==> config.mk <==
export PLATFORM = sky130hd
export DESIGN_NAME = calc_core_flat
export DESIGN_NICKNAME = d
export VERILOG_FILES = /design/src/rtl/calc_core_if.sv /design/src/rtl/calc_core.sv /design/src/flat_wrapper.sv
export SDC_FILE = /design/constraint.sdc
export NUM_CORES = 1
export LEC_CHECK = 0
export BUFFER_PORTS_ARGS = -buffer_cell sky130_fd_sc_hd__buf_2
export CAP_MARGIN = 20
export CELL_PAD_IN_SITES_DETAIL_PLACEMENT = 1
export CELL_PAD_IN_SITES_GLOBAL_PLACEMENT = 2
export CORE_MARGIN = 10
export CORE_UTILIZATION = 39
export DETAILED_ROUTE_END_ITERATION = 8
export MAX_ROUTING_LAYER = met4
export PLACE_DENSITY = 0.77
export SKIP_LAST_GASP = 1
export SYNTH_ARGS = -nofsm -noshare
export SYNTH_HDL_FRONTEND = slang
export SYNTH_SLANG_ARGS = --single-unit
==> constraint.sdc <==
create_clock -name CLOCK_50 -period 3.75 [get_ports CLOCK_50]
set_input_delay 0.75 -clock CLOCK_50 [delete_from_list [all_inputs] [get_ports CLOCK_50]]
set_output_delay 0.75 -clock CLOCK_50 [all_outputs]
set_load 0.01 [all_outputs]
==> src/rtl/calc_core_if.sv <==
// Operator/display bundle for calc_core: switch operand, opcode and ENTER
// button towards the core; result, overflow, busy and phase back out.
interface calc_core_if;
    logic [7:0] SW;
    logic [1:0] OP;
    logic       ENTER_N;
    logic [7:0] RESULT;
    logic       OVF;
    logic       BUSY;
    logic [1:0] PHASE;

    modport master (
        output SW, OP, ENTER_N,
        input  RESULT, OVF, BUSY, PHASE
    );

    modport slave (
        input  SW, OP, ENTER_N,
        output RESULT, OVF, BUSY, PHASE
    );
endinterface

==> src/rtl/calc_core.sv <==
// calc_core: sequential signed 8-bit calculator stage. Operands are entered
// from the switches under a single ENTER button; add/sub/negate finish in one
// cycle, multiply runs as an 8-step shift-add on magnitudes. All results are
// saturated to [-128, 127] with OVF flagging the clamp.
module calc_core #(
    parameter int SYNC_STAGES = 2,
    parameter int MUL_STEPS   = 8
) (
    input  logic        CLOCK_50,
    input  logic        RESET_N,
    calc_core_if.slave  bus
);

    typedef enum logic [2:0] {
        ST_LOAD_A = 3'd0,
        ST_LOAD_B = 3'd1,
        ST_EXEC   = 3'd2,
        ST_MUL    = 3'd3,
        ST_DONE   = 3'd4
    } state_t;

    state_t                 state_r;
    state_t                 next_state_s;

    logic [SYNC_STAGES-1:0] sync_r;
    logic                   hist_r;
    logic                   press_s;

    logic [7:0]             a_r;
    logic [7:0]             b_r;
    logic [1:0]             op_r;
    logic [15:0]            mcand_r;
    logic [8:0]             mplr_r;
    logic [15:0]            acc_r;
    logic [3:0]             cnt_r;
    logic                   neg_r;
    logic [7:0]             result_r;
    logic                   ovf_r;

    logic [8:0]             exec_sum_s;
    logic [15:0]            acc_step_s;
    logic                   mul_last_s;
    logic [7:0]             result_s;
    logic [1:0]             phase_s;

    // Magnitude of an 8-bit two's-complement value; 9 bits so |-128| = 128.
    function automatic logic [8:0] abs9(input logic [7:0] v);
        logic [8:0] r;
        if (v[7]) begin
            r = 9'd0 - {v[7], v};
        end else begin
            r = {1'b0, v};
        end
        return r;
    endfunction

    // Clamp a 9-bit signed value to 8 bits; returns {ovf, value}.
    function automatic logic [8:0] sat9(input logic [8:0] v);
        logic [8:0] r;
        if (v[8] == v[7]) begin
            r = {1'b0, v[7:0]};
        end else if (v[8] == 1'b0) begin
            r = {1'b1, 8'h7F};
        end else begin
            r = {1'b1, 8'h80};
        end
        return r;
    endfunction

    // Apply sign to a product magnitude and clamp; returns {ovf, value}.
    // A zero magnitude always yields +0.
    function automatic logic [8:0] sat_mag(input logic [15:0] mag, input logic neg);
        logic [8:0] r;
        if (!neg) begin
            if (mag > 16'd127) begin
                r = {1'b1, 8'h7F};
            end else begin
                r = {1'b0, mag[7:0]};
            end
        end else begin
            if (mag > 16'd128) begin
                r = {1'b1, 8'h80};
            end else begin
                r = {1'b0, 8'd0 - mag[7:0]};
            end
        end
        return r;
    endfunction

    // ENTER synchronizer plus history flop; released button is the reset value.
    always_ff @(posedge CLOCK_50 or negedge RESET_N) begin
        if (!RESET_N) begin
            sync_r <= '1;
            hist_r <= 1'b1;
        end else begin
            sync_r <= {sync_r[SYNC_STAGES-2:0], bus.ENTER_N};
            hist_r <= sync_r[SYNC_STAGES-1];
        end
    end

    assign press_s    = hist_r & ~sync_r[SYNC_STAGES-1];
    assign mul_last_s = (cnt_r == 4'(MUL_STEPS - 1));

    // One-cycle arithmetic for add, subtract and negate, sign-extended to 9 bits.
    always_comb begin
        exec_sum_s = 9'd0;
        case (op_r)
            2'b00:   exec_sum_s = {a_r[7], a_r} + {b_r[7], b_r};
            2'b01:   exec_sum_s = {a_r[7], a_r} - {b_r[7], b_r};
            default: exec_sum_s = 9'd0 - {a_r[7], a_r};
        endcase
    end

    // One shift-add partial product step.
    always_comb begin
        acc_step_s = acc_r;
        if (mplr_r[0]) begin
            acc_step_s = acc_r + mcand_r;
        end else begin
            acc_step_s = acc_r;
        end
    end

    // State register.
    always_ff @(posedge CLOCK_50 or negedge RESET_N) begin
        if (!RESET_N) begin
            state_r <= ST_LOAD_A;
        end else begin
            state_r <= next_state_s;
        end
    end

    // Next-state logic; presses in EXEC/MUL fall through unused.
    always_comb begin
        next_state_s = state_r;
        case (state_r)
            ST_LOAD_A: begin
                if (press_s) next_state_s = ST_LOAD_B;
                else         next_state_s = ST_LOAD_A;
            end
            ST_LOAD_B: begin
                if (press_s) begin
                    if (bus.OP == 2'b10) next_state_s = ST_MUL;
                    else                 next_state_s = ST_EXEC;
                end else begin
                    next_state_s = ST_LOAD_B;
                end
            end
            ST_EXEC: next_state_s = ST_DONE;
            ST_MUL: begin
                if (mul_last_s) next_state_s = ST_DONE;
                else            next_state_s = ST_MUL;
            end
            ST_DONE: begin
                if (press_s) next_state_s = ST_LOAD_A;
                else         next_state_s = ST_DONE;
            end
            default: next_state_s = ST_LOAD_A;
        endcase
    end

    // Operand capture, multiplier iteration and result/overflow registers.
    always_ff @(posedge CLOCK_50 or negedge RESET_N) begin
        if (!RESET_N) begin
            a_r      <= 8'd0;
            b_r      <= 8'd0;
            op_r     <= 2'd0;
            mcand_r  <= 16'd0;
            mplr_r   <= 9'd0;
            acc_r    <= 16'd0;
            cnt_r    <= 4'd0;
            neg_r    <= 1'b0;
            result_r <= 8'd0;
            ovf_r    <= 1'b0;
        end else begin
            case (state_r)
                ST_LOAD_A: begin
                    if (press_s) begin
                        a_r   <= bus.SW;
                        ovf_r <= 1'b0;
                    end
                end
                ST_LOAD_B: begin
                    if (press_s) begin
                        b_r     <= bus.SW;
                        op_r    <= bus.OP;
                        mcand_r <= {7'd0, abs9(a_r)};
                        mplr_r  <= abs9(bus.SW);
                        acc_r   <= 16'd0;
                        cnt_r   <= 4'd0;
                        neg_r   <= a_r[7] ^ bus.SW[7];
                    end
                end
                ST_EXEC: begin
                    {ovf_r, result_r} <= sat9(exec_sum_s);
                end
                ST_MUL: begin
                    acc_r   <= acc_step_s;
                    mcand_r <= mcand_r << 1;
                    mplr_r  <= mplr_r >> 1;
                    cnt_r   <= cnt_r + 4'd1;
                    if (mul_last_s) begin
                        {ovf_r, result_r} <= sat_mag(acc_step_s, neg_r);
                    end
                end
                ST_DONE: begin
                    result_r <= result_r;
                end
                default: begin
                    result_r <= result_r;
                end
            endcase
        end
    end

    // Output select: live switch echo while entering, held result otherwise;
    // forced to zero whenever reset is asserted so no partial value escapes.
    always_comb begin
        result_s = result_r;
        if (!RESET_N) begin
            result_s = 8'd0;
        end else if (state_r == ST_LOAD_A || state_r == ST_LOAD_B) begin
            result_s = bus.SW;
        end else begin
            result_s = result_r;
        end
    end

    // Phase code for the LEDs; EXEC and MUL share one code.
    always_comb begin
        phase_s = 2'b00;
        case (state_r)
            ST_LOAD_A: phase_s = 2'b00;
            ST_LOAD_B: phase_s = 2'b01;
            ST_EXEC:   phase_s = 2'b10;
            ST_MUL:    phase_s = 2'b10;
            ST_DONE:   phase_s = 2'b11;
            default:   phase_s = 2'b00;
        endcase
    end

    assign bus.RESULT = result_s;
    assign bus.OVF    = ovf_r;
    assign bus.BUSY   = (state_r == ST_MUL);
    assign bus.PHASE  = phase_s;

endmodule

==> src/flat_wrapper.sv <==
// flat-port wrapper written by rule: the top's interface ports become plain ports
module calc_core_flat 
#(
    parameter int SYNC_STAGES = 2,
    parameter int MUL_STEPS   = 8
)
  (CLOCK_50, RESET_N, bus_SW, bus_OP, bus_ENTER_N, bus_RESULT, bus_OVF, bus_BUSY, bus_PHASE);
  calc_core_if bus_i ();
  input  logic CLOCK_50;
  input  logic RESET_N;
  input wire logic [$bits(bus_i.SW)-1:0] bus_SW;
  input wire logic [$bits(bus_i.OP)-1:0] bus_OP;
  input wire logic [$bits(bus_i.ENTER_N)-1:0] bus_ENTER_N;
  output wire logic [$bits(bus_i.RESULT)-1:0] bus_RESULT;
  output wire logic [$bits(bus_i.OVF)-1:0] bus_OVF;
  output wire logic [$bits(bus_i.BUSY)-1:0] bus_BUSY;
  output wire logic [$bits(bus_i.PHASE)-1:0] bus_PHASE;
  assign bus_i.SW = bus_SW;
  assign bus_i.OP = bus_OP;
  assign bus_i.ENTER_N = bus_ENTER_N;
  assign bus_RESULT = bus_i.RESULT;
  assign bus_OVF = bus_i.OVF;
  assign bus_BUSY = bus_i.BUSY;
  assign bus_PHASE = bus_i.PHASE;
  calc_core #(.SYNC_STAGES(SYNC_STAGES), .MUL_STEPS(MUL_STEPS)) u_core (.CLOCK_50(CLOCK_50), .RESET_N(RESET_N), .bus(bus_i));
endmodule
==> results of run 1 <==
[final timing paths]
| kind | from | to | depth (start not counted) |
|---|---|---|---|
| min in group asynchronous | RESET_N | u_core.state_r[1] | 1 |
| hold / removal | u_core.sync_r[0] | u_core.sync_r[1] | 0 |
| setup / recovery | u_core.b_r[0] | u_core.result_r[5] | 13 |
| max in group asynchronous | RESET_N | u_core.mcand_r[5] | 2 |
| hold reg to reg | u_core.sync_r[0] | u_core.sync_r[1] | 0 |
| setup reg to reg | u_core.b_r[0] | u_core.result_r[5] | 13 |
[state kept, by name (all words and copies together), names as in the netlist, 2 cells and up]
name and count:
u_core.b_r 8, u_core.a_r 8, u_core.op_r 2, u_core.result_r 8, u_core.mplr_r 9, u_core.mcand_r 16
u_core.acc_r 16, u_core.cnt_r 4, u_core.sync_r 2, u_core.state_r 3
[cell families after synthesis]
logic type	Yosys count	share of synthesized area, %
AO/OA/AOI/OAI	194	23.6
AND/OR/NAND/NOR	258	21.5
XOR/XNOR	40	6.10
multiplexers	17	3.18
adder cells (fa/ha/maj)	33	7.46
flip-flops	79	34.5
buffers and inverters	54	3.66
[cell type report]
| type | instances | area, sq um | area share, % |
|---|---|---|---|
| inverter | 21 | 78.8 | 1.22 |
| sequential | 79 | 1980 | 30.7 |
| clock inverter | 4 | 73.8 | 1.14 |
| timing repair buffer | 47 | 295 | 4.57 |
| antenna | 1 | 2.50 | 0.0387 |
| multi-input combinational | 542 | 3570 | 55.3 |
| clock buffer | 9 | 225 | 3.49 |
| tap | 184 | 230 | 3.56 |
[what timing repair did]
item                                    in CTS  in global routing
endpoints found under the hold margin        0                  0
resized for setup                            0                  6
setup buffers                                0                  1
endpoints found under the setup margin       0                  9
[metal layers]
metal / wire length [um] / GRT usage, % / vias to the layer above / share of wire, %
li1: - / - / 2500 / -
met1: 8540 / 23.9 / 2643 / 46
met2: 8950 / 30.6 / 82 / 48
met3: 573 / 3.04 / 34 / 3.1
met4: 480 / 7.39 / 0 / 2.6
met5: 0 / - / - / 0
[placed cells by master (no fill, tap or decap), types with 14 or more instances in the layout]
master,n
sky130_fd_sc_hd__ha_1,31
sky130_fd_sc_hd__xor2_1,19
sky130_fd_sc_hd__nor3_1,14
sky130_fd_sc_hd__nor2_1,42
sky130_fd_sc_hd__nand2_1,107
sky130_fd_sc_hd__inv_1,21
sky130_fd_sc_hd__dfrtp_1,76
sky130_fd_sc_hd__o21ai_0,51
sky130_fd_sc_hd__a21oi_1,33
sky130_fd_sc_hd__buf_4,24
sky130_fd_sc_hd__nand3_1,32
sky130_fd_sc_hd__buf_2,23
sky130_fd_sc_hd__xnor2_1,21
[power groups by stage]
stage | clock [mW] | combinational [mW] | sequential, mW
6_report | 0.934 | 4.40 | 1.55
5_1_grt | 0.978 | 4.86 | 1.60
4_1_cts | 0.945 | 4.37 | 1.54
3_5_place_dp | 0 | 4.34 | 1.55
3_3_place_gp | 0 | 4.24 | 1.54
2_1_floorplan | 0 | 3.16 | 1.37
[critical path: stages, from the launching register on]
cell and delay, ns:
sky130_fd_sc_hd__dfrtp_1 0.41, sky130_fd_sc_hd__inv_1 0.08, sky130_fd_sc_hd__ha_1 0.29, sky130_fd_sc_hd__mux2i_1 0.10
sky130_fd_sc_hd__fa_1 0.45, sky130_fd_sc_hd__a21o_1 0.19, sky130_fd_sc_hd__a211oi_1 0.24, sky130_fd_sc_hd__nor3_1 0.11
sky130_fd_sc_hd__o41ai_2 0.24, sky130_fd_sc_hd__xnor2_1 0.13, sky130_fd_sc_hd__or4_1 0.55, sky130_fd_sc_hd__and3_1 0.21
sky130_fd_sc_hd__o31a_1 0.29, sky130_fd_sc_hd__a31oi_1 0.16
==> impl_results.md, run 1 <==
- Outcome: finished clean
- Type of the most critical hold path: flop to flop
- Largest net degree at the start of global routing: 46
- Sequential Power Share: 22.5%
- Fill cell total of the finished layout: 1697
- Starting utilization of the core area: 39.6%
- Ranking of synthesized cells by instance count: sky130_fd_sc_hd__nand2_1, sky130_fd_sc_hd__dfrtp_1, sky130_fd_sc_hd__o21ai_0, sky130_fd_sc_hd__nor2_1, sky130_fd_sc_hd__a21oi_1
- Number of vias in the routed layout: 5259
- Max Cap Violations: 0
- Area share of the largest cell type after synthesis: 33.1%
- Worst Tran Pin Value: 0.955 ns
- Routed via count divided by cell count: 5.93
- Core region area: 14500 sq um
- Worst-path clk slew: 0.06 ns
- Final core utilization: 44.6%
- Cell variety after synth: 75
- Count of standard-cell rows: 44
- Antenna violations before repair: 1
- Number of DRC violations after detailed routing: 0
- CTS tree: done
- Overall die area: 20000 sq um
- Count of routing violations after the opening detailed-route iteration: 302
- Via count of the first global-routing pass: 5441
- TritonCTS Buffers: 9
- Yosys top cell by area: sky130_fd_sc_hd__dfrtp_1
- Area growth from synthesis to final layout: 12.6%
- Root buffer cell: sky130_fd_sc_hd__clkbuf_16
- Data required, critical path: 4.00 ns
- Die H: 141 um
- Most common cell in the synthesized netlist: sky130_fd_sc_hd__nand2_1
- Register-to-register setup slack: 0.22 ns
- Critical path peak fanout: 4
- Max Slew Vio Count: 0
- Syn_nets: 721
- Slew headroom: 36.1%
- Clock latency reported for the late side of the worst-skew pair: 0.34 ns
- Finish-stage setup viols: 0
- Floorplan die width: 141 um
- Global-route wire length before repair: 29.6 mm
- Startpoint type of the worst setup path: flop
- P_int: 3.55 mW
- Hold-fix buffers, CTS: 0
- Final setup skew: 0.00913 ns
- Post-synthesis async set-or-reset flop share: 100%
- Net switching component of the power: 3.33 mW
- Syn. warnings: 0
- Critical path endpoint category: flop
- Leading cell types by total area after synthesis: sky130_fd_sc_hd__dfrtp_1, sky130_fd_sc_hd__nand2_1, sky130_fd_sc_hd__ha_1, sky130_fd_sc_hd__o21ai_0, sky130_fd_sc_hd__xnor2_1
- Number of H-tree branching levels: 3
- Maximum clock rate: 283 MHz
- Setup repair after global routing missed its margin: true
- Share of power burned in the clock network: 13.6%
- Minimum hold slack: 0.359 ns
- Minimum setup slack in the final design: 0.218 ns
- Count of boundary I/O pins: 25
- Final Hold Fails: 0
- Cell area after technology mapping: 5740 sq um
- Dominant synthesized flop cell: sky130_fd_sc_hd__dfrtp_1
- Total negative setup slack: 0 ns
- Final Power: 6.88 mW
- Placed cells: 872
- Finished Layout Cells: 887
- Total wire length: 18.5 mm
- Buffer levels on the longest clock path: 2
- Grt total ovfl: 0
- Cell area after layout: 6460 sq um
- Power density relative to cell area: 1070 nW/um^2
- Cell leakage power: 2.90 nW
- Arrival time of the worst setup path: 3.78 ns
- Sequential share of the synthesized area: 34.5%
- Gate count after technology mapping: 675
- Number of synthesized register bits: 79
- Startpoint-to-endpoint class of the critical path: flop to flop
- Mean area per synthesized cell: 8.50 sq um
- Number of input and output port buffers inserted: 24
- Placed inst area: 6130 sq um
- GRT Total Usage: 19.2%
- Post-DP HPWL: 14.0 mm
- Relative contribution of combinational cells to total power: 63.9%
- Net count of the finished layout: 746
- Fraction of power spent switching nets: 48.4%
- Clock Sink Count: 79
- Drt wl/cell: 20.9 um
- Final critical delay including setup and external delays: 3.53 ns
- Routability Congestion: 0.999
- Post-detailed-route count of antenna-violating nets: 0
- Count of TritonRoute iterations in the first routing pass: 5
- Share of the cycle needed by the critical path after routing: 94.2%
- Ratio of cells with drive above 1 in the final layout: 14.2%
- Number of enable flip-flop cells after synthesis: 0
- Worst Setup Slack post-DPL: 0.0921 ns
- Peak supply drop: 0.000697 V
Note: power is estimated with default switching activity, not from simulation.
==> run 2, diff against run 1 <==
- CORE_MARGIN: 10 -> unset
- TNS_END_PERCENT: unset -> 1
==> run 2 against run 1 <==
Setup slack got worse by 0.096 ns; largest power group unchanged; combinational power about the same; critical path type unchanged; count of clock-buffer cells in the layout increased by 1; sequential power about the same.
==> impl_results.md, run 2 (synthesized netlist as in run 1, its figures left out) <==
- Outcome: finished clean
- Fill cell total of the finished layout: 1684
- Critical path peak fanout: 4
- Largest registers: u_core.acc_r: 16 flops, u_core.mcand_r: 16 flops, u_core.mplr_r: 9 flops
- Register area: 1980 sq um
- Cell leakage power: 2.87 nW
- Number of input and output port buffers inserted: 24
- Peak supply drop: 0.000578 V
- Number of vias in the routed layout: 5257
- Total wire length: 18.1 mm
- Share of the cycle needed by the critical path after routing: 96.8%
- Clock Sink Count: 79
- Depth of the worst register-to-register path: 13
- Number of H-tree branching levels: 3
- Post-DP HPWL: 13.6 mm
- Via count of the first global-routing pass: 5332
- Clock latency reported for the late side of the worst-skew pair: 0.34 ns
- Maximum clock rate: 276 MHz
- Data required, critical path: 4.00 ns
- Overall die area: 15200 sq um
- Max Slew Vio Count: 0
- Power density relative to cell area: 1050 nW/um^2
- Multi-input combinational cell area: 3570 sq um
- Max Cap Violations: 0
- Post-detailed-route count of antenna-violating nets: 0
- CTS tree: done
- Placed cells: 867
- Starting utilization of the core area: 40.7%
- Count of standard-cell rows: 43
- Most frequent cells in the layout: sky130_fd_sc_hd__nand2_1, sky130_fd_sc_hd__dfrtp_1, sky130_fd_sc_hd__o21ai_0
- Critical path endpoint category: flop
- Most common library cell in the layout ignoring fill and taps: sky130_fd_sc_hd__nand2_1
- Count of routing violations after the opening detailed-route iteration: 223
- Final critical delay including setup and external delays: 3.63 ns
- Global-route wire length before repair: 29.0 mm
- Final Hold Fails: 0
- Count of boundary I/O pins: 25
- Floorplan die width: 123 um
- Arrival time of the worst setup path: 3.88 ns
- Grt total ovfl: 0
- Area growth from synthesis to final layout: 11.6%
- Drt wl/cell: 20.5 um
- Net count of the finished layout: 746
- GRT Total Usage: 26.4%
- Buffer levels on the longest clock path: 2
- Die H: 123 um
- Final setup skew: 0.00785 ns
- Largest net degree at the start of global routing: 47
- Count of TritonRoute iterations in the first routing pass: 4
- Root buffer cell: sky130_fd_sc_hd__clkbuf_16
- Hold-fix buffers, CTS: 0
- Antenna violations before repair: 1
- Startpoint type of the worst setup path: flop
- Routability Congestion: 0.874
- Routed via count divided by cell count: 5.95
- TritonCTS Buffers: 9
- Cell area after layout: 6400 sq um
- Worst-path clk slew: 0.06 ns
- Placed inst area: 6110 sq um
- Number of DRC violations after detailed routing: 0
- Worst hold path cell count: 0
- Setup repair after global routing missed its margin: true
- Type of the most critical hold path: flop to flop
- Finished Layout Cells: 884
- Slew headroom: 34.2%
- Worst Tran Pin Value: 0.984 ns
- Finish-stage setup viols: 0
- Startpoint-to-endpoint class of the critical path: flop to flop
- Ratio of cells with drive above 1 in the final layout: 13.9%
- Core region area: 14100 sq um
- Minimum hold slack: 0.363 ns
[run 2: worst paths after layout]
| path | from | to | slack, ns |
|---|---|---|---|
| max | u_core.b_r[0] | u_core.result_r[5] | 0.12 |
| min | u_core.sync_r[0] | u_core.sync_r[1] | 0.36 |
| max reg2reg | u_core.b_r[0] | u_core.result_r[5] | 0.12 |
| min reg2reg | u_core.sync_r[0] | u_core.sync_r[1] | 0.36 |
| max in group asynchronous | RESET_N | u_core.mplr_r[5] | 2.34 |
| min in group asynchronous | RESET_N | u_core.state_r[1] | 0.41 |
[run 2: what timing repair did]
action,in CTS,in global routing
buffers inserted,0,2
resized for setup,0,4
hold endpoints to repair,0,0
setup endpoints to repair,0,9
[run 2: per-layer routing]
metal	vias up	wire length [um]	GRT usage, %
li1	2500	-	-
met4	0	405	9.26
met3	26	630	4.11
met1	2640	8430	33.8
met2	91	8630	42.4
met5	-	0	-
[run 2: stage by stage]
step                      setup TNS (ns)  utilization, %  total power [mW]  setup slack (ns)
after floorplan                        0               -              4.53             0.404
after global placement                 0            43.4              5.76             0.130
after detailed placement               0            43.4              5.86             0.105
after CTS                              0            45.2              6.70            0.0626
after global routing            -0.00550            45.4              7.27          -0.00550
final                                  0            45.4              6.72             0.122
[run 2: layout make-up]
class	instances	share of cell area, %
well taps	180	3.52
clock buffers	10	3.58
repair buffers	47	4.61
clock inverters	4	0.391
diodes	1	0.0391
multi-input cells	542	55.7
flip-flops and latches	79	30.9
inverters	21	1.23
[run 2: power breakdown]
| part | switching [mW] | total [mW] | internal [mW] |
|---|---|---|---|
| clock | 0.355 | 0.794 | 0.439 |
| sequential | 0.393 | 1.54 | 1.15 |
| combinational | 2.55 | 4.38 | 1.83 |
[run 2: critical path, cell delays in order, from the launching register on]
cell                      delay [ns]
sky130_fd_sc_hd__dfrtp_1        0.40
sky130_fd_sc_hd__buf_4          0.15
sky130_fd_sc_hd__nor4_1         0.48
sky130_fd_sc_hd__a21oi_1        0.21
sky130_fd_sc_hd__xnor2_1        0.18
sky130_fd_sc_hd__ha_1           0.29
sky130_fd_sc_hd__inv_1          0.07
sky130_fd_sc_hd__nor3_1         0.31
sky130_fd_sc_hd__o41ai_2        0.11
sky130_fd_sc_hd__xnor2_1        0.15
sky130_fd_sc_hd__or4_1          0.54
sky130_fd_sc_hd__and3_1         0.20
sky130_fd_sc_hd__o31a_1         0.29
sky130_fd_sc_hd__a31oi_1        0.16
